--- config.mk ---
export PLATFORM = sky130hd
export DESIGN_NAME = fuzzy_defuzz_2
export DESIGN_NICKNAME = d
export VERILOG_FILES = /design/src/rtl/fuzzy_pkg_2.sv /design/src/rtl/seq_div_u.sv /design/src/rtl/fuzzy_defuzz_2.sv
export SDC_FILE = /design/constraint.sdc
export NUM_CORES = 1
export LEC_CHECK = 0
export CELL_PAD_IN_SITES_DETAIL_PLACEMENT = 1
export CELL_PAD_IN_SITES_GLOBAL_PLACEMENT = 1
export CORE_UTILIZATION = 49
export DETAILED_ROUTE_END_ITERATION = 8
export PLACE_DENSITY_LB_ADDON = 0.1
export SETUP_SLACK_MARGIN = 0.1
export SLEW_MARGIN = 10
export SYNTH_ARGS = -nofsm -noshare
export SYNTH_HDL_FRONTEND = slang
export SYNTH_SLANG_ARGS = --single-unit
export TNS_END_PERCENT = 100
--- constraint.sdc ---
create_clock -name clk -period 6.2 [get_ports clk]
set_input_delay 0.93 -clock clk [delete_from_list [all_inputs] [get_ports clk]]
set_output_delay 0.93 -clock clk [all_outputs]
set_load 0.005 [all_outputs]
--- src/rtl/fuzzy_pkg_2.sv ---
// rtl/fuzzy_pkg_2.sv - shared labels, center mapping and state encoding for the phase-2 defuzzifier
package fuzzy_pkg_2;

    localparam logic [4:0] NBB = 5'd0;
    localparam logic [4:0] NB7 = 5'd1;
    localparam logic [4:0] NB6 = 5'd2;
    localparam logic [4:0] NB5 = 5'd3;
    localparam logic [4:0] NB4 = 5'd4;
    localparam logic [4:0] NB3 = 5'd5;
    localparam logic [4:0] NB2 = 5'd6;
    localparam logic [4:0] NB1 = 5'd7;
    localparam logic [4:0] ZE  = 5'd8;
    localparam logic [4:0] PB1 = 5'd9;
    localparam logic [4:0] PB2 = 5'd10;
    localparam logic [4:0] PB3 = 5'd11;
    localparam logic [4:0] PB4 = 5'd12;
    localparam logic [4:0] PB5 = 5'd13;
    localparam logic [4:0] PB6 = 5'd14;
    localparam logic [4:0] PB7 = 5'd15;
    localparam logic [4:0] PBB = 5'd16;

    localparam logic [4:0] LBL_ZE  = ZE;
    localparam logic [4:0] LBL_MAX = PBB;

    typedef enum logic [1:0] {
        ST_ACC,
        ST_DIV,
        ST_OUT
    } state_t;

    // Labels are symmetric around ZE, so the center is a signed offset from it.
    function automatic int center_of(input logic [4:0] lbl, input int step);
        return (int'(lbl) - int'(LBL_ZE)) * step;
    endfunction

endpackage

--- src/rtl/seq_div_u.sv ---
// rtl/seq_div_u.sv - unsigned restoring divider, one quotient bit per clock
module seq_div_u #(
    parameter int W = 24
) (
    input  logic         clk,
    input  logic         rst,
    input  logic         start,
    input  logic [W-1:0] dividend,
    input  logic [W-1:0] divisor,
    output logic [W-1:0] quotient,
    output logic         done
);
    localparam int CW = $clog2(W + 1);

    logic [W:0]    rem_q, rem_d;
    logic [W-1:0]  quo_q, quo_d;
    logic [W-1:0]  dvs_q, dvs_d;
    logic [CW-1:0] cnt_q, cnt_d;
    logic          done_q, done_d;
    logic [W:0]    trial;

    always_comb begin
        rem_d  = rem_q;
        quo_d  = quo_q;
        dvs_d  = dvs_q;
        cnt_d  = cnt_q;
        done_d = done_q;
        trial  = {rem_q[W-1:0], quo_q[W-1]};
        if (start) begin
            rem_d  = '0;
            quo_d  = dividend;
            dvs_d  = divisor;
            cnt_d  = CW'(W);
            done_d = 1'b0;
        end else if (cnt_q != '0) begin
            // Dividend bits shift out of the top of quo while quotient bits shift in at the bottom.
            if (trial >= {1'b0, dvs_q}) begin
                rem_d = trial - {1'b0, dvs_q};
                quo_d = {quo_q[W-2:0], 1'b1};
            end else begin
                rem_d = trial;
                quo_d = {quo_q[W-2:0], 1'b0};
            end
            cnt_d = cnt_q - CW'(1);
            if (cnt_q == CW'(1)) begin
                done_d = 1'b1;
            end
        end
    end

    always_ff @(posedge clk or posedge rst) begin
        if (rst) begin
            rem_q  <= '0;
            quo_q  <= '0;
            dvs_q  <= '0;
            cnt_q  <= '0;
            done_q <= 1'b0;
        end else begin
            rem_q  <= rem_d;
            quo_q  <= quo_d;
            dvs_q  <= dvs_d;
            cnt_q  <= cnt_d;
            done_q <= done_d;
        end
    end

    assign quotient = quo_q;
    assign done     = done_q;

endmodule

--- src/rtl/fuzzy_defuzz_2.sv ---
// rtl/fuzzy_defuzz_2.sv - weighted-centroid defuzzifier producing a signed crisp correction
module fuzzy_defuzz_2
    import fuzzy_pkg_2::*;
#(
    parameter int W_W         = 8,
    parameter int CENTER_STEP = 16,
    parameter int MAX_TERMS   = 17,
    parameter int ACC_W       = 24,
    parameter int OUT_W       = 16
) (
    input  logic                    clk,
    input  logic                    rst,
    input  logic                    in_valid,
    output logic                    in_ready,
    input  logic [4:0]              in_label,
    input  logic [W_W-1:0]          in_weight,
    input  logic                    in_last,
    output logic                    out_valid,
    input  logic                    out_ready,
    output logic signed [OUT_W-1:0] df_out,
    output logic                    err
);
    localparam int CNT_W = $clog2(MAX_TERMS + 1);
    localparam logic [ACC_W-1:0] POS_MAX = ACC_W'((1 << (OUT_W - 1)) - 1);
    localparam logic [ACC_W-1:0] NEG_MAG = ACC_W'(1 << (OUT_W - 1));

    state_t                  state_q, state_d;
    logic signed [ACC_W-1:0] num_q, num_d;
    logic [ACC_W-1:0]        den_q, den_d;
    logic [CNT_W-1:0]        cnt_q, cnt_d;
    logic signed [OUT_W-1:0] df_q, df_d;
    logic                    err_q, err_d;
    logic                    start_q, start_d;
    logic                    neg_q, neg_d;
    logic [ACC_W-1:0]        abs_num;
    logic [ACC_W-1:0]        quo;
    logic                    div_done;
    int                      prod;

    assign abs_num = num_q[ACC_W-1] ? ACC_W'(-num_q) : ACC_W'(num_q);

    seq_div_u #(.W(ACC_W)) u_div (
        .clk      (clk),
        .rst      (rst),
        .start    (start_q),
        .dividend (abs_num),
        .divisor  (den_q),
        .quotient (quo),
        .done     (div_done)
    );

    always_comb begin
        state_d = state_q;
        num_d   = num_q;
        den_d   = den_q;
        cnt_d   = cnt_q;
        df_d    = df_q;
        err_d   = err_q;
        start_d = 1'b0;
        neg_d   = neg_q;
        prod    = int'(in_weight) * center_of(in_label, CENTER_STEP);
        case (state_q)
            ST_ACC: begin
                if (in_valid) begin
                    if (in_label > LBL_MAX || cnt_q == CNT_W'(MAX_TERMS)) begin
                        err_d = 1'b1;
                    end else begin
                        num_d = num_q + ACC_W'(prod);
                        den_d = den_q + ACC_W'(in_weight);
                        cnt_d = cnt_q + CNT_W'(1);
                    end
                    if (in_last) begin
                        if (den_d == '0) begin
                            df_d    = '0;
                            state_d = ST_OUT;
                        end else begin
                            start_d = 1'b1;
                            state_d = ST_DIV;
                        end
                    end
                end
            end
            ST_DIV: begin
                // The first DIV cycle only loads the divider; done is stale until that load lands.
                if (start_q) begin
                    neg_d = num_q[ACC_W-1];
                end else if (div_done) begin
                    if (neg_q) begin
                        df_d = (quo >= NEG_MAG) ? {1'b1, {(OUT_W-1){1'b0}}}
                                                : -$signed(OUT_W'(quo));
                    end else begin
                        df_d = (quo > POS_MAX) ? {1'b0, {(OUT_W-1){1'b1}}}
                                               : $signed(OUT_W'(quo));
                    end
                    state_d = ST_OUT;
                end
            end
            ST_OUT: begin
                if (out_ready) begin
                    num_d   = '0;
                    den_d   = '0;
                    cnt_d   = '0;
                    state_d = ST_ACC;
                end
            end
            default: state_d = ST_ACC;
        endcase
    end

    always_ff @(posedge clk or posedge rst) begin
        if (rst) begin
            state_q <= ST_ACC;
            num_q   <= '0;
            den_q   <= '0;
            cnt_q   <= '0;
            df_q    <= '0;
            err_q   <= 1'b0;
            start_q <= 1'b0;
            neg_q   <= 1'b0;
        end else begin
            state_q <= state_d;
            num_q   <= num_d;
            den_q   <= den_d;
            cnt_q   <= cnt_d;
            df_q    <= df_d;
            err_q   <= err_d;
            start_q <= start_d;
            neg_q   <= neg_d;
        end
    end

    assign in_ready  = (state_q == ST_ACC);
    assign out_valid = (state_q == ST_OUT);
    assign df_out    = df_q;
    assign err       = err_q;

endmodule

==> reports/metrics.csv, run 1 <==
metric,value,unit
status,"finished, violations left",
failing checks,setup timing,
post-synthesis cell count,1373,
synthesized area,11800,um^2
synth unique cells,73,
area grow syn2layout,19.9,%
clock tree from TritonCTS,built,
Max Cap Viol,0,
Remaining DRCs,0,
critical path depth,29,
initial antenna violation count,0,
Mean Syn Cell Area,8.56,um^2
Logic pwr share,0.626,
vias,11100,
drt first pass iters,7,
Synth Area in Simple Gates,0.204,
Core Region,23500,um^2
Max Clk Rate,147,MHz
Min Hold Slack,510,ps
Initial Utilization,0.501,
Slew HR,0.275,
"Seq/Total Area, Yosys",0.315,
synth top area cells,"dfrtp_1 (32%), ha_1 (10%), nand2_1 (5.8%)",
crit-path max cell delay,510,ps
share of post-route cells with drive strength above 1,0.147,
number of diodes,0,
GRT Util Overall,0.296,
first-pass GRT wire length,57.6,mm
CTS Buf Count,17,
H-tree depth reported by CTS,4,
die area,24600,um^2
clk root buf,clkbuf_16,
Syn Nets,1515,
Synth area leader,dfrtp_1,
Fillers,2730,
fraction of registers with async set/reset,1.00,
final worst path period need,6800,ps
Post-DRT Antenna Nets,0,
Final Util,0.600,
Pint,4.23,mW
drt first-iter violations,691,
Die Ht,157,um
clock tree sinks,148,
num rows,56,
IO Port Bufs,36,
Horiz. Die Dim,157,um
clock buffer depth,2,
reg2reg path depth,12,
final hold violations,0,
unrepaired setup endpoints after global routing,yes,
vias per cell,6.13,
post-synthesis mux area share,0.0261,
CP required,6550,ps
Switch Pwr,3.62,mW
Final HPWL DP,24.8,mm
"commonest non-fill, non-tap cell in the layout",nand2_1,
Slowest cell on crit path,fa_1,
CP top delay family,adder cells,
Synth top area share,0.315,
NumNets Final,1617,
Flop pwr share,0.236,
Clock Power Share,0.138,
grt ovf,0,
Worst Clk Skew,12.7,ps
setup ws final,-603,ps
Hold Path Class,register to register,
vias in the first global route,11200,
Worst-Skew Late Latency,430,ps
adder-cell share of the synthesized area,0.150,
Overall Power,7.85,mW
Crit Path Class,primary input to register,
Max IR drop VDD,0.222,mV
switching share of power,0.461,
Bufs and invs on worst path,5,
"Slew Viols, Final",0,
Power Dens Cells,558,nW/um^2
Synth Area in XOR/XNOR,0.0470,
number of synthesized flops with an enable pin,0,
top-level I/O count,37,
clock transition at the registers of the reported paths,70,ps
CP max FO,3,
Worst Setup End Kind,register,
"worst slack, placed",-1290,ps
most frequent cells in the layout,"nand2_1 (179), dfrtp_1 (147), o21ai_0 (113)",
Worst Max-Slew Pin Slew,1080,ps
pin count of the biggest net entering global routing,65,
synth warn,0,
fin crit share,1.10,
routed len/inst,21.1,um
largest family of logic cells by synthesized area,compound AO/OA/AOI/OAI gates,
Final setup viols,6,
routability cong.,0.861,
"Arr. time, crit path",7150,ps
Hold Path Stages,1,
Main synth FF type,dfrtp_1,
WL final,38.1,mm
complex-gate fraction of the synthesized area,0.213,
#FFs+latches synth,148,
Leak,6.14,nW
crit path launch type,primary input,
-- worst paths after layout --
kind	startpoint	to	slack (ps)
setup / recovery	in_label[3]	num_q[23]	-600
hold reg to reg	err	err	510
hold / removal	err	err	510
setup reg to reg	u_div.dvs_q[1]	u_div.rem_q[9]	2340
max in group asynchronous	rst	start_q	4070
min in group asynchronous	rst	u_div.quotient[18]	890
-- registers in the layout (all words and copies together), names as in the netlist --
name	count
start_q	1
state_q	2
num_q	20
err	1
u_div.done	1
cnt_q	5
u_div.quotient	24
u_div.cnt_q	5
u_div.rem_q	24
den_q	24
neg_q	1
u_div.dvs_q	24
df_out	16
-- through the flow --
step	TNS, ps	instances	instance area (um^2)
2_1_floorplan	-575	1373	11800
3_3_place_gp	-7010	1758	13000
3_5_place_dp	-8930	1758	13000
4_1_cts	-724	1797	13800
5_1_grt	-3570	1807	14100
6_report	-1910	1807	14100
-- power groups by stage --
stage / clock (mW) / sequential [mW] / combinational, mW
finish: 1.09 / 1.85 / 4.92
global route: 1.14 / 1.91 / 5.35
CTS: 1.09 / 1.83 / 4.38
detailed placement: 0 / 1.83 / 4.23
global placement: 0 / 1.80 / 4.01
floorplan: 0 / 1.64 / 3.04
-- layout make-up --
cell class / count / area [um^2] / share of cell area
clock buffers: 20 / 457 / 0.0324
clock inverters: 12 / 144 / 0.0102
inverters: 77 / 300 / 0.0213
multi-input cells: 1089 / 7890 / 0.560
flip-flops and latches: 148 / 3710 / 0.263
well taps: 319 / 399 / 0.0283
repair buffers: 142 / 1190 / 0.0845
-- cells in the mapped netlist, types with 25 or more instances --
master,number
a21oi_1,71
nor2_1,81
or3_1,28
nand3_1,26
nor3_1,27
nand2_1,180
ha_1,96
dfrtp_1,148
xnor2_1,47
and2_1,35
fa_1,28
o21ai_0,119
a211oi_1,28
mux2i_1,25
inv_1,77
clkbuf_1,50
-- timing repair --
item	in CTS	in global routing
pin swaps	37	54
hold buffers	0	0
setup endpoints to repair	9	10
gates resized for setup	48	50
buffers inserted	9	16
-- kinds of logic after synthesis --
logic type / count (synthesis)
simple gates: 485
compound gates: 387
flops: 148
buf+inv: 136
fa+ha+maj: 124
xor+xnor: 63
mux: 30
-- layer usage --
metal | wire, um | share of wire | track usage
met1 | 17100 | 0.45 | 0.400
met2 | 18500 | 0.49 | 0.495
met3 | 1450 | 0.038 | 0.0374
met4 | 1000 | 0.026 | 0.0831
met5 | 0 | 0 | 0
Power figures use the tool's default switching activity.
==> run 2, diff against run 1 <==
--- a/config.mk
+++ b/config.mk
@@ -10,6 +10,7 @@
 export CORE_UTILIZATION = 49
 export DETAILED_ROUTE_END_ITERATION = 8
 export PLACE_DENSITY_LB_ADDON = 0.1
+export REMOVE_ABC_BUFFERS = 1
 export SETUP_SLACK_MARGIN = 0.1
 export SLEW_MARGIN = 10
 export SYNTH_ARGS = -nofsm -noshare
==> reports/metrics.csv, run 2 (synthesized netlist as in run 1, its figures left out) <==
metric,value,unit,change
grt ovf,0,,unchanged
Power Dens Cells,553,nW/um^2,-0.73%
reg2reg end,u_div.rem_q[13],,
"Arr. time, crit path",7090,ps,-60 ps
worst r2r src,u_div.dvs_q[1],,
top-level I/O count,37,,unchanged
die area,24600,um^2,unchanged
vias per cell,6.07,,-0.99%
CTS Buf Count,17,,unchanged
Worst Setup End Kind,register,,
post-route cell area,14000,um^2,-0.40%
crit-path max cell delay,530,ps,+20 ps
most frequent cells in the layout,"nand2_1 (179), dfrtp_1 (147), o21ai_0 (112)",,
clk root buf,clkbuf_16,,
routability cong.,0.840,,-2.5%
Hold Path Stages,1,,unchanged
unrepaired setup endpoints after global routing,yes,,
pin count of the biggest net entering global routing,105,,+62%
Remaining DRCs,0,,unchanged
num rows,56,,unchanged
Core Region,23500,um^2,unchanged
routed len/inst,20.4,um,-3.4%
Worst Clk Skew,13.6,ps,+0.872 ps
Worst Hold End,err,,
vias in the first global route,11200,,-0.027%
Final HPWL DP,24.2,mm,-2.4%
CP max FO,4,,+1
drt first-iter violations,695,,+0.58%
area grow syn2layout,19.4,%,
final hold violations,0,,unchanged
Initial Utilization,0.501,,unchanged
dpl cell area,12900,um^2,-0.66%
Most Frequent Cell on Critical Path,fa_1,,
Crit Path Class,primary input to register,,
vias,10900,,-1.3%
setup ws final,-544,ps,+59.6 ps
clock tree from TritonCTS,built,,
fin crit share,1.09,,-0.00961
"Slew Viols, Final",0,,unchanged
min-delay src,err,,
WL final,36.7,mm,-3.7%
Slowest cell on crit path,fa_1,,
Max Cap Viol,0,,unchanged
clock buffer depth,2,,unchanged
Slew HR,0.203,,-0.0715
IO Port Bufs,36,,unchanged
Max IR drop VDD,0.262,mV,+18%
Worst Max-Slew Pin Slew,1190,ps,+106 ps
CP required,6540,ps,about the same
Worst-Skew Late Latency,430,ps,about the same
number of diodes,0,,unchanged
Final setup viols,7,,+1
r2r setup slk,2340,ps,about the same
reg2reg path depth,11,,-1
status,"finished, violations left",,
final worst path period need,6740,ps,-59.6 ps
Worst Setup SP,in_label[4],,
Post-DRT Antenna Nets,0,,unchanged
drt first pass iters,4,,-3
NumNets Final,1611,,-0.37%
clock tree sinks,148,,unchanged
Overall Power,7.77,mW,-1.1%
GRT Util Overall,0.301,,+0.00504
Hold Path Class,register to register,,
Leak,6.14,nW,about the same
Max Clk Rate,148,MHz,+0.88%
share of post-route cells with drive strength above 1,0.144,,-0.00278
Die Ht,157,um,unchanged
crit path launch type,primary input,,
Horiz. Die Dim,157,um,unchanged
H-tree depth reported by CTS,4,,unchanged
clock transition at the registers of the reported paths,70,ps,about the same
failing checks,setup timing,,
"commonest non-fill, non-tap cell in the layout",nand2_1,,
first-pass GRT wire length,58.7,mm,+1.8%
initial antenna violation count,0,,unchanged
run 2: changes by cell type in the layout (fill, tap and decap cells not counted), moves of 3 or more:
cell | previous run | this run
dlygate4sd2_1 | 6 | 2
a211oi_4 | 3 | 0
buf_2 | 1 | 4
inv_6 | 6 | 3
clkinvlp_4 | 4 | 1
bufinv_16 | 2 | 5
run 2: metal layers:
layer	wire (um)	track usage	vias up
met5	0	0	-
met4	1020	0.0901	0
met3	1310	0.0385	70
met2	17700	0.496	240
met1	16600	0.411	5481
li1	-	-	5144
run 2: critical path: cells and delay by family:
family / cells / cell delay [ps]
adder cells (fa/ha/maj): 7 / 2780
buffers and inverters: 5 / 310
AND/OR/NAND/NOR: 2 / 320
AO/OA/AOI/OAI: 14 / 2600
XOR/XNOR: 1 / 150
run 2: report_power, final:
part | internal, mW | switching (mW) | total (mW)
Clock | 0.740 | 0.443 | 1.18
Sequential | 1.36 | 0.478 | 1.83
Combinational | 2.19 | 2.56 | 4.75
Total | 4.28 | 3.48 | 7.77
run 2: area by class of cell:
type,instances,area (um^2)
flip-flops and latches,148,3710
clock buffers,21,460
well taps,319,399
multi-input cells,1089,7850
repair buffers,136,1120
fillers,2758,9440
inverters,77,299
clock inverters,11,198
run 2: repair_timing:
action	CTS	global route
pin swaps	51	27
hold buffers	0	0
endpoints found under the setup margin	11	9
setup buffers	14	9
gates resized for setup	81	38
run 2: worst max path at each step:
stage / end / slack, ps / depth (start not counted)
2_1_floorplan: num_q[23] / -1080 / 28
3_3_place_gp: num_q[23] / -1610 / 29
3_5_place_dp: num_q[23] / -1830 / 29
4_1_cts: num_q[23] / -280 / 30
5_1_grt: num_q[23] / -720 / 29
6_report: num_q[23] / -540 / 29
run 2: metrics by stage:
stage | instances | TNS, ps | utilization | hold WS (ps) | worst slack, ps
floorplan | 1314 | -3280 | - | 468 | -1080
global route | 1801 | -2640 | 0.598 | 519 | -723
finish | 1801 | -1390 | 0.598 | 485 | -544
detailed placement | 1753 | -12780 | 0.551 | 466 | -1830
global placement | 1753 | -9930 | 0.551 | 463 | -1610
CTS | 1797 | -534 | 0.588 | 489 | -280
==> run 3, diff against run 2 <==
--- a/config.mk
+++ b/config.mk
@@ -5,11 +5,9 @@
 export SDC_FILE = /design/constraint.sdc
 export NUM_CORES = 1
 export LEC_CHECK = 0
-export CELL_PAD_IN_SITES_DETAIL_PLACEMENT = 1
-export CELL_PAD_IN_SITES_GLOBAL_PLACEMENT = 1
-export CORE_UTILIZATION = 49
+export CORE_UTILIZATION = 60
 export DETAILED_ROUTE_END_ITERATION = 8
-export PLACE_DENSITY_LB_ADDON = 0.1
+export PLACE_DENSITY = 0.78
 export REMOVE_ABC_BUFFERS = 1
 export SETUP_SLACK_MARGIN = 0.1
 export SLEW_MARGIN = 10
==> constraint.sdc (replaced) <==
create_clock -name clk -period 8.15 [get_ports clk]
set_input_delay 1.2225 -clock clk [delete_from_list [all_inputs] [get_ports clk]]
set_output_delay 1.2225 -clock clk [all_outputs]
set_load 0.005 [all_outputs]
==> reports/metrics.csv, run 3 (synthesized netlist as in run 1, its figures left out) <==
metric,value,unit,change
WL final,27.4,mm,-25%
first-pass GRT wire length,46.1,mm,-21%
Core Region,19000,um^2,-19%
CP max FO,4,,unchanged
clock transition at the registers of the reported paths,60,ps,about the same
Worst Clk Skew,21.9,ps,+8.36 ps
setup ws final,462,ps,+1010 ps
crit path launch type,primary input,,
pin count of the biggest net entering global routing,87,,-17%
"worst slack, placed",-138,ps,+1700 ps
postcts setup bufs,0,,-14
vias,10100,,-7.6%
die area,20100,um^2,-18%
Hold Path Class,register to register,,
Worst-Skew Late Latency,440,ps,about the same
Max IR drop VDD,0.195,mV,-26%
H-tree depth reported by CTS,4,,unchanged
Max Clk Rate,130,MHz,
final worst path period need,7690,ps,
Max Cap Viol,0,,unchanged
vias per cell,6.07,,about the same
drt first pass iters,7,,+3
Worst Max-Slew Pin Slew,1140,ps,-49.7 ps
Slew HR,0.236,,+0.0333
Final setup viols,0,,-7
Slowest cell on crit path,fa_1,,
final hold violations,0,,unchanged
"Slew Viols, Final",0,,unchanged
grt ovf,0,,unchanged
initial antenna violation count,0,,unchanged
area grow syn2layout,10.6,%,
number of diodes,0,,unchanged
unrepaired setup endpoints after global routing,no,,
crit-path max cell delay,540,ps,about the same
routability cong.,0.892,,+6.3%
CP required,8480,ps,+1940 ps
clock tree from TritonCTS,built,,
GRT Util Overall,0.285,,-0.0162
CTS Buf Count,17,,unchanged
Post-DRT Antenna Nets,0,,unchanged
Final HPWL DP,19.9,mm,-18%
NumNets Final,1536,,-4.7%
vias in the first global route,9503,,-15%
Power Dens Cells,390,nW/um^2,-29%
Initial Utilization,0.620,,+0.119
Overall Power,5.07,mW,-35%
clock tree sinks,148,,unchanged
top-level I/O count,37,,unchanged
Die Ht,142,um,-9.5%
share of post-route cells with drive strength above 1,0.0591,,-0.0846
most frequent cells in the layout,"nand2_1 (180), dfrtp_1 (147), o21ai_0 (118)",,
drt first-iter violations,762,,+9.6%
routed len/inst,16.5,um,-19%
Horiz. Die Dim,142,um,-9.5%
Remaining DRCs,0,,unchanged
Worst Setup End Kind,register,,
status,finished clean,,
"commonest non-fill, non-tap cell in the layout",nand2_1,,
Leak,5.63,nW,-8.3%
clock buffer depth,2,,unchanged
fin crit share,0.943,,
"Arr. time, crit path",8020,ps,+930 ps
IO Port Bufs,36,,unchanged
clk root buf,clkbuf_16,,
num rows,50,,-11%
Crit Path Class,primary input to register,,
-- run 3: changes by cell type in the layout (fill, tap and decap cells not counted), moves of 5 or more --
cell / before / now
o21ai_0: 112 / 118
a21oi_2: 7 / 2
inv_1: 71 / 76
buf_4: 93 / 25
a21oi_1: 62 / 69
clkdlybuf4s50_1: 25 / 36
buf_6: 9 / 0
-- run 3: final cells by class --
| cell class | count | area (um^2) |
|---|---|---|
| inverter | 77 | 294 |
| clock buffer | 21 | 470 |
| fill | 1534 | 5950 |
| timing repair buffer | 61 | 548 |
| tap | 260 | 325 |
| multi-input combinational | 1089 | 7550 |
| sequential | 148 | 3710 |
| clock inverter | 9 | 104 |
-- run 3: worst paths after layout --
kind                                  start  depth (start not counted)          to  slack, ps
max in group asynchronous               rst                          3     start_q       5420
worst min register to register          err                          1         err        480
worst min-delay path                    err                          1         err        480
worst max register to register     den_q[0]                         12  df_out[15]       4070
min in group asynchronous               rst                          2  df_out[12]       1320
worst max-delay path            in_label[3]                         29   num_q[23]        460
-- run 3: metrics by stage --
stage | setup TNS (ps) | utilization | hold WS [ps] | instance area [um^2] | instances
final | 0 | 0.686 | 479 | 13000 | 1665
after global routing | 0 | 0.686 | 516 | 13000 | 1665
after CTS | 0 | 0.685 | 484 | 13000 | 1665
after detailed placement | -138 | 0.655 | 469 | 12400 | 1635
after global placement | 0 | 0.655 | 464 | 12400 | 1635
after floorplan | 0 | - | 468 | 11500 | 1314
-- run 3: report_power, final --
group	switching [mW]	internal (mW)
combinational	1.59	1.34
clock	0.306	0.470
sequential	0.340	1.03
-- run 3: per-layer routing --
metal  routed length (um)  vias up  part of all wire  track usage
li1                     -     4987                 -            -
met1                13300     4808              0.48        0.412
met2                12700      280              0.46        0.453
met3                 1200       29             0.044       0.0373
met4                  293        0             0.011       0.0685
met5                    0        -                 0            0
-- run 3: timing repair --
action                     in CTS  in global routing
hold buffers                    0                  0
setup endpoints to repair       0                  1
hold endpoints to repair        0                  0
gates resized for setup         0                  7
-- run 3: worst max-delay path, delay by kind of cell --
| kind | cells | cell delay, ps |
|---|---|---|
| adders and majority gates | 7 | 2920 |
| AOI/OAI and AO/OA | 14 | 2630 |
| buffers and inverters | 5 | 720 |
| and+or+nand+nor | 2 | 370 |
| xor gates and xnor gates | 1 | 130 |
